**src/rtl/smp_pkg.sv**
```systemverilog
// smp_pkg: shared opcode, state and control-word definitions for the control unit
// Opcodes occupy ir[3:0]; an instruction is decoded only when ir[7:4] is zero.
// The states are plain logic [3:0] constants so that older code can still use them.
package smp_pkg;
  localparam logic [3:0] OP_NOP  = 4'h0;
  localparam logic [3:0] OP_LDAC = 4'h1;
  localparam logic [3:0] OP_STAC = 4'h2;
  localparam logic [3:0] OP_MVAC = 4'h3;
  localparam logic [3:0] OP_MOVR = 4'h4;
  localparam logic [3:0] OP_JUMP = 4'h5;
  localparam logic [3:0] OP_JMPZ = 4'h6;
  localparam logic [3:0] OP_JPNZ = 4'h7;
  localparam logic [3:0] OP_ADD  = 4'h8;
  localparam logic [3:0] OP_SUB  = 4'h9;
  localparam logic [3:0] OP_INAC = 4'hA;
  localparam logic [3:0] OP_CLAC = 4'hB;
  localparam logic [3:0] OP_AND  = 4'hC;
  localparam logic [3:0] OP_OR   = 4'hD;
  localparam logic [3:0] OP_XOR  = 4'hE;
  localparam logic [3:0] OP_NOT  = 4'hF;
  localparam logic [3:0] S_FETCH1 = 4'd0;
  localparam logic [3:0] S_FETCH2 = 4'd1;
  localparam logic [3:0] S_FETCH3 = 4'd2;
  localparam logic [3:0] S_ADDR1  = 4'd3;
  localparam logic [3:0] S_ADDR2  = 4'd4;
  localparam logic [3:0] S_ADDR3  = 4'd5;
  localparam logic [3:0] S_JUMPX  = 4'd6;
  localparam logic [3:0] S_SKIP1  = 4'd7;
  localparam logic [3:0] S_SKIP2  = 4'd8;
  localparam logic [3:0] S_LDRD   = 4'd9;
  localparam logic [3:0] S_LDWB   = 4'd10;
  localparam logic [3:0] S_STDR   = 4'd11;
  localparam logic [3:0] S_STWR   = 4'd12;
  localparam logic [3:0] S_EXEC   = 4'd13;
  typedef struct packed {
    logic       mem_rd;
    logic       mem_wr;
    logic       ar_ld_pc;
    logic       ar_ld_dt;
    logic       ar_inc;
    logic       pc_inc;
    logic       pc_ld_dt;
    logic       dr_ld_mem;
    logic       dr_ld_ac;
    logic       tr_ld_dr;
    logic       ir_ld_dr;
    logic       ac_ld;
    logic       r_ld;
    logic       z_ld;
    logic [3:0] alu_op;
    logic       illegal;
  } ctl_t;
endpackage

```
**src/rtl/control_unit_dec.sv**
```systemverilog
// control_unit_dec: one-hot instruction decoder
// opcode : 8-bit instruction byte
// hot    : bit n is set for opcode n; all zero when opcode[7:4] != 0, meaning undecoded
module control_unit_dec (
  input  logic [7:0]  opcode,
  output logic [15:0] hot
);
  assign hot = (opcode[7:4] == 4'd0) ? (16'd1 << opcode[3:0]) : 16'd0;
endmodule

```
**src/rtl/control_unit.sv**
```systemverilog
// control_unit: multi-cycle instruction sequencer for the simple microprocessor
// Inputs  : clk, rst_n (async, active low), run, ir (opcode bus seen in FETCH3), z, mem_ready
// Outputs : memory requests, AR/PC/DR/TR/IR/AC/R/Z load strobes, alu_op, and the illegal pulse
module control_unit
  import smp_pkg::*;
(
  input  logic       clk,
  input  logic       rst_n,
  input  logic       run,
  input  logic [7:0] ir,
  input  logic       z,
  input  logic       mem_ready,
  output logic       mem_rd,
  output logic       mem_wr,
  output logic       ar_ld_pc,
  output logic       ar_ld_dt,
  output logic       ar_inc,
  output logic       pc_inc,
  output logic       pc_ld_dt,
  output logic       dr_ld_mem,
  output logic       dr_ld_ac,
  output logic       tr_ld_dr,
  output logic       ir_ld_dr,
  output logic       ac_ld,
  output logic       r_ld,
  output logic       z_ld,
  output logic [3:0] alu_op,
  output logic       illegal
);
  logic [3:0]  state, nxt, op;
  logic [15:0] hot;
  logic        en, take, skip;
  ctl_t        c, o;
  control_unit_dec u_dec (.opcode(ir), .hot(hot));
  // The branch decision is taken once, in FETCH3, and is then carried by the state itself.
  // A later change on z therefore cannot alter it.
  assign take = hot[OP_LDAC] | hot[OP_STAC] | hot[OP_JUMP] | (hot[OP_JMPZ] & z) | (hot[OP_JPNZ] & ~z);
  assign skip = (hot[OP_JMPZ] & ~z) | (hot[OP_JPNZ] & z);
  // en stays low from reset until the first rising edge after reset is released.
  // While it is low, all strobes are held off and the state machine waits in FETCH1.
  always_ff @(posedge clk or negedge rst_n)
    if (!rst_n) begin
      state <= S_FETCH1;
      op    <= 4'd0;
      en    <= 1'b0;
    end else begin
      en    <= 1'b1;
      state <= en ? nxt : S_FETCH1;
      if (en && state == S_FETCH3) op <= ir[3:0];
    end
  always_comb begin
    c   = '0;
    nxt = state;
    case (state)
      S_FETCH1: begin
        c.ar_ld_pc = 1'b1;
        nxt = run ? S_FETCH2 : S_FETCH1;
      end
      S_FETCH2: begin
        c.mem_rd    = 1'b1;
        c.dr_ld_mem = mem_ready;
        c.pc_inc    = mem_ready;
        nxt = mem_ready ? S_FETCH3 : S_FETCH2;
      end
      S_FETCH3: begin
        c.ir_ld_dr = 1'b1;
        c.ar_ld_pc = 1'b1;
        c.illegal  = (hot == 16'd0);
        nxt = (hot == 16'd0 || hot[OP_NOP]) ? S_FETCH1 : take ? S_ADDR1 : skip ? S_SKIP1 : S_EXEC;
      end
      S_ADDR1: begin
        c.mem_rd    = 1'b1;
        c.dr_ld_mem = mem_ready;
        c.pc_inc    = mem_ready;
        c.ar_inc    = mem_ready;
        nxt = mem_ready ? S_ADDR2 : S_ADDR1;
      end
      S_ADDR2: begin
        c.mem_rd    = 1'b1;
        c.tr_ld_dr  = mem_ready;
        c.dr_ld_mem = mem_ready;
        c.pc_inc    = mem_ready;
        nxt = !mem_ready ? S_ADDR2 : (op == OP_LDAC || op == OP_STAC) ? S_ADDR3 : S_JUMPX;
      end
      S_ADDR3: begin
        c.ar_ld_dt = 1'b1;
        nxt = (op == OP_LDAC) ? S_LDRD : S_STDR;
      end
      S_JUMPX: begin
        c.pc_ld_dt = 1'b1;
        nxt = S_FETCH1;
      end
      S_SKIP1: begin
        c.pc_inc = 1'b1;
        nxt = S_SKIP2;
      end
      S_SKIP2: begin
        c.pc_inc = 1'b1;
        nxt = S_FETCH1;
      end
      S_LDRD: begin
        c.mem_rd    = 1'b1;
        c.dr_ld_mem = mem_ready;
        nxt = mem_ready ? S_LDWB : S_LDRD;
      end
      S_LDWB: begin
        c.ac_ld  = 1'b1;
        c.alu_op = 4'd1;
        nxt = S_FETCH1;
      end
      S_STDR: begin
        c.dr_ld_ac = 1'b1;
        nxt = S_STWR;
      end
      S_STWR: begin
        c.mem_wr = 1'b1;
        nxt = mem_ready ? S_FETCH1 : S_STWR;
      end
      S_EXEC: begin
        c.r_ld   = (op == OP_MVAC);
        c.ac_ld  = (op == OP_MOVR) || (op >= OP_ADD);
        c.z_ld   = (op >= OP_ADD);
        c.alu_op = op;
        nxt = S_FETCH1;
      end
      default: nxt = S_FETCH1;
    endcase
  end
  // Every strobe is forced low while rst_n is asserted and until the first rising edge after it is released.
  assign o         = (rst_n && en) ? c : '0;
  assign mem_rd    = o.mem_rd;
  assign mem_wr    = o.mem_wr;
  assign ar_ld_pc  = o.ar_ld_pc;
  assign ar_ld_dt  = o.ar_ld_dt;
  assign ar_inc    = o.ar_inc;
  assign pc_inc    = o.pc_inc;
  assign pc_ld_dt  = o.pc_ld_dt;
  assign dr_ld_mem = o.dr_ld_mem;
  assign dr_ld_ac  = o.dr_ld_ac;
  assign tr_ld_dr  = o.tr_ld_dr;
  assign ir_ld_dr  = o.ir_ld_dr;
  assign ac_ld     = o.ac_ld;
  assign r_ld      = o.r_ld;
  assign z_ld      = o.z_ld;
  assign alu_op    = o.alu_op;
  assign illegal   = o.illegal;
endmodule
```
**config.mk**
```make
export PLATFORM = sky130hd
export DESIGN_NAME = control_unit
export DESIGN_NICKNAME = d
export VERILOG_FILES = /design/src/rtl/smp_pkg.sv /design/src/rtl/control_unit_dec.sv /design/src/rtl/control_unit.sv
export SDC_FILE = /design/constraint.sdc
export NUM_CORES = 1
export LEC_CHECK = 0
export ABC_AREA = 1
export CAP_MARGIN = 30
export CORE_MARGIN = 5
export CORE_UTILIZATION = 48
export CTS_BUF_LIST = sky130_fd_sc_hd__clkbuf_8
export CTS_CLUSTER_SIZE = 25
export DETAILED_ROUTE_END_ITERATION = 16
export PLACE_DENSITY_LB_ADDON = 0.05
export SETUP_SLACK_MARGIN = 0.05
export SYNTH_ARGS = -nofsm -noshare
export SYNTH_HDL_FRONTEND = slang
export SYNTH_SLANG_ARGS = --single-unit
```
**constraint.sdc**
```tcl
create_clock -name clk -period 3.6 [get_ports clk]
set_input_delay 0.72 -clock clk [delete_from_list [all_inputs] [get_ports clk]]
set_output_delay 0.72 -clock clk [all_outputs]
set_load 0.005 [all_outputs]
```
# After elaboration in Yosys (flattened, before gate mapping)
# Cells that the tools add are included.
# word_totals
inputBits	13
regBits	9
# op_classes
n_shift	1
eq_ne	17
bitwise	10
mux	30
n_reduce_logical	12
magnitude_cmp	1
# op_table
cell	count
case mux 4 bit (10 select lines)	1
equality test 4 bit (second input constant)	6
equality test 4 x 3 -> 1 bit (second input constant)	5
2-to-1 mux 4 bit	5
2-to-1 mux 19 bit	1
equality test 4 x 2 -> 1 bit (second input constant)	4
zero test 16 bit	1
2-to-1 mux 16 bit	1
left shift 1 x 4 -> 16 bit (first input constant)	1
2-to-1 mux 1 bit	12
2-to-1 mux 2 bit	6
equality test 4 x 1 -> 1 bit (second input constant)	2
zero test 4 bit	2
case mux 4 bit (2 select lines)	1
bitwise OR 1 bit	5
bitwise AND 1 bit	4
greater-or-equal comparator 4 bit (second input constant)	1
case mux 1 bit (2 select lines)	2
OR reduction 2 bit	2
OR reduction 4 bit	1
logical OR 1 bit	3
2-to-1 mux 3 bit	1
OR reduction 3 bit	1
logical AND 1 bit	2
inverter 1 bit	1

# Depth between registers and ports, before layout
# depth
depth_word	10
mapped_depth	8
ltp_nobuf	8

# Modules after synthesis
# A second synthesis with hierarchy kept.
# hier_totals
hier_cells	173
area_unflattened_um2	955.9
# by_module_without_submodules
module	n_inst	cells_each	area_per_inst_um2
control_unit	1	141	808.3
control_unit_dec	1	32	147.6

# Worst setup path before layout
# OpenSTA, ideal clock, no wires.
# synth_timing
path_kind	in2out
start	input port rst_n
end	output port ar_ld_pc
n_path_buf	1
path_stages	3
slack_ps	1594
arrival_ps	1286
cell_sequence	nand2_1 clkbuf_1 nor3_1
# synth_via
elab_chain_cells	2
# synth_rtl
element	line	source
from (decl)	control_unit.sv:8	input logic rst_n,
logical AND 1 bit	control_unit.sv:130	assign o = (rst_n && en) ? c : '0;
2-to-1 mux 19 bit	control_unit.sv:130	
to (decl)	control_unit.sv:15	output logic ar_ld_pc,
# Every way passes these cells.

# Worst setup path in the final report
# layout_timing
start	input port rst_n
end	output port r_ld
# layout_via
elab_chain_cells	2
# layout_rtl
element	line	source
logical AND 1 bit	control_unit.sv:130	
2-to-1 mux 19 bit	control_unit.sv:130	
to (decl)	control_unit.sv:25	output logic r_ld,
# Every way passes these cells.

==> results.toml <==
[global_routing]
grt_pass1_vias = 898
grt_pass1_wl_um = 3739
grt_use_total = 0.1875
overflow = 0
grt_max_degree = 18
antenna_found_initial = 0

[detailed_routing]
vias = 1016
firstDrtPassIters = 4
wl_per_cell_um = 11.70
wl_um = 2282
postRouteAntennaNets = 0
drc_errors = 0
drt_iter0_markers = 28
vias_per_cell = 5.210

[die]
dieArea_mm2 = 0.002621
rows = 14
ioPinCount = 32
chipHeight_um = 51.20
initial_core_util = 0.5225
core_area_mm2 = 0.001559
die_x_um = 51.20

[critical_path]
critPathSlowestCell = "clkdlybuf4s50_1"
cp_max_fo = 17
cp_common_cell = "clkdlybuf4s50_1"
end_kind = "output port"
critPathArrivalTime_ns = 2.52
required_ns = 2.88
crit_chain = "clkdlybuf4s50_1 -> nand2_1 -> nor3_2 -> and3_1 -> clkdlybuf4s50_1"
cp_slowest_stage_delay_ns = 0.49
critPathLaunchType = "primary input"
crit_buf_inv = 2
critPathKind = "primary input to output port"
critPathTopFamily = "buffers and inverters"

[cts]
post_cts_resized = 0
clockBufferDepth = 2
clk_latency_ns = 0.23
cts.sinks = 9
ctsRootBufferMaster = "clkbuf_8"
cts_setup_buffers = 0
holdBufCountCts = 0
h-tree-depth = 1
clk_pin_slew_ns = 0.04
cts_buffers = 3
cts_tree = "done"

[timing]
slew_headroom = 0.6178
min_period_ns = 3.241
max_freq_mhz = 308.5
fin_crit_sh = 0.9003
worst_pin_slew_ns = 0.5720
rsz0062_at_grt = "no"
fin_setup_tns_ns = 0
fin_skew_ns = 0.001328
finalHoldViolCount = 0
drv_slew = 0
setup_viol = 0
timing.hold.ws_ns = 0.5314

[layout]
n_antenna_cell = 0
drive_gt1_frac = 0.07821
layoutNonFillerInstCount = 195
nets = 193
areaGrowthSynthToFinish_pct = 46.54
nFillCells = 118
post-route-util = 0.7657

[synthesis]
yosysUniqueCellTypes = 22
yosys-top-cells-area = "dfrtp_1 28%, nand2_1 17%, nor2_1 12%"
syn_inst = 144
yosysMostFrequentCell = "nand2_1"
synth.largest_area_cell = "dfrtp_1"
synth_top_area_frac = 0.2765
seq_area_frac_synth = 0.2765
synth_area_um2 = 814.5
ys_async_sr_fraction = 1.000
synth-seq-cells = 9
synthFlopType = "dfrtp_1"
syn_nets = 157
synth.avg_cell_area_um2 = 5.656
ys_warn_count = 0
synth-edff-count = 0
synth_common_cells = "36 x nand2_1, 25 x nor2_1, 24 x inv_1"

[placement]
portBuffers = 31
dpl.hpwl_um = 1900
place_congestion = 0.9532
dp.cells = 191

[flow_run]
maxCapViolations = 0

[power]
power_density_mw_per_mm2 = 294.5
p_leak_uw = 0.0005825
ir_drop_uv = 208.0

[run_status]
status = "complete, no violations"

[hold_path]
hold_path.class = "flip-flop to flip-flop"
[cells in the final DEF, fill, tap and decap left out, drive strengths merged]
cell           instances
nand2                 37
clkdlybuf4s50         31
nor2                  29
inv                   28
nand3                 16
dfrtp                  9
o21ai                  7
a21oi                  6
nor3                   6
clkbuf                 3
a31oi                  1
nor4                   1
o211ai                 1
and3                   1
clkinv                 1
conb                   1
buf                    1
[routing by layer]
layer | GRT usage | part of all wire | routed length (um)
met1 | 0.2050 | 0.41 | 946
met2 | 0.3476 | 0.50 | 1134
met3 | 0.05233 | 0.082 | 187
met4 | 0.05830 | 0.0061 | 14
met5 | 0 | 0 | 0
[cell type report]
type	count	area, um2	share of cell area
clock buffer	3	41.29	0.03459
clock inverter	1	3.754	0.003145
inverter	28	105.1	0.08805
multi-input combinational	106	480.5	0.4025
sequential	9	225.2	0.1887
tap	16	20.02	0.01677
timing repair buffer	32	317.8	0.2662
[tightest hold or removal path, delay by kind of cell (launching register included)]
kind | cells | cell delay (ns)
flops | 1 | 0.37
simple gates | 1 | 0.06
compound gates | 1 | 0.07
[cells by family after synthesis]
kind of cell / after synthesis / share of synthesized area
buffers and inverters: 29 / 0.1336
DFF: 9 / 0.2765
AOI/OAI and AO/OA: 15 / 0.09678
and+or+nand+nor: 90 / 0.4885
other: 1 / 0.004604
[through the flow]
step | setup slack (ns) | power, uW | area [um2]
floorplan | 1.594 | 200.2 | 814.5
detailed placement | 0.3903 | 240.0 | 1149
finish | 0.3590 | 351.5 | 1194
global placement | 0.4330 | 234.0 | 1149
CTS | 0.3845 | 353.2 | 1194
global route | 0.2836 | 378.6 | 1194
[final timing paths]
path | startpoint | to | cells past startpoint | slack (ns)
max | rst_n | r_ld | 5 | 0.36
min | op[3]$_DFFE_PN0P_ | op[3]$_DFFE_PN0P_ | 2 | 0.53
max reg2reg | state[3]$_DFF_PN0_ | state[2]$_DFF_PN0_ | 7 | 2.28
min reg2reg | op[3]$_DFFE_PN0P_ | op[3]$_DFFE_PN0P_ | 2 | 0.53
max in group asynchronous | rst_n | state[2]$_DFF_PN0_ | 2 | 2.66
min in group asynchronous | rst_n | op[1]$_DFFE_PN0P_ | 2 | 0.81
[power by group]
part / total (uW) / leakage (uW) / switching (uW) / internal [uW]
Clock: 111 / 0.0000269 / 36.7 / 73.9
Combinational: 99.7 / 0.000443 / 59.5 / 40.3
Sequential: 141 / 0.000112 / 19.9 / 121
Total: 351 / 0.000583 / 116 / 235
[state kept, by name, indices dropped and copies added, names as in the netlist]
name,count
op,4
en,1
state,4
Note: power is estimated with default switching activity, not from simulation.
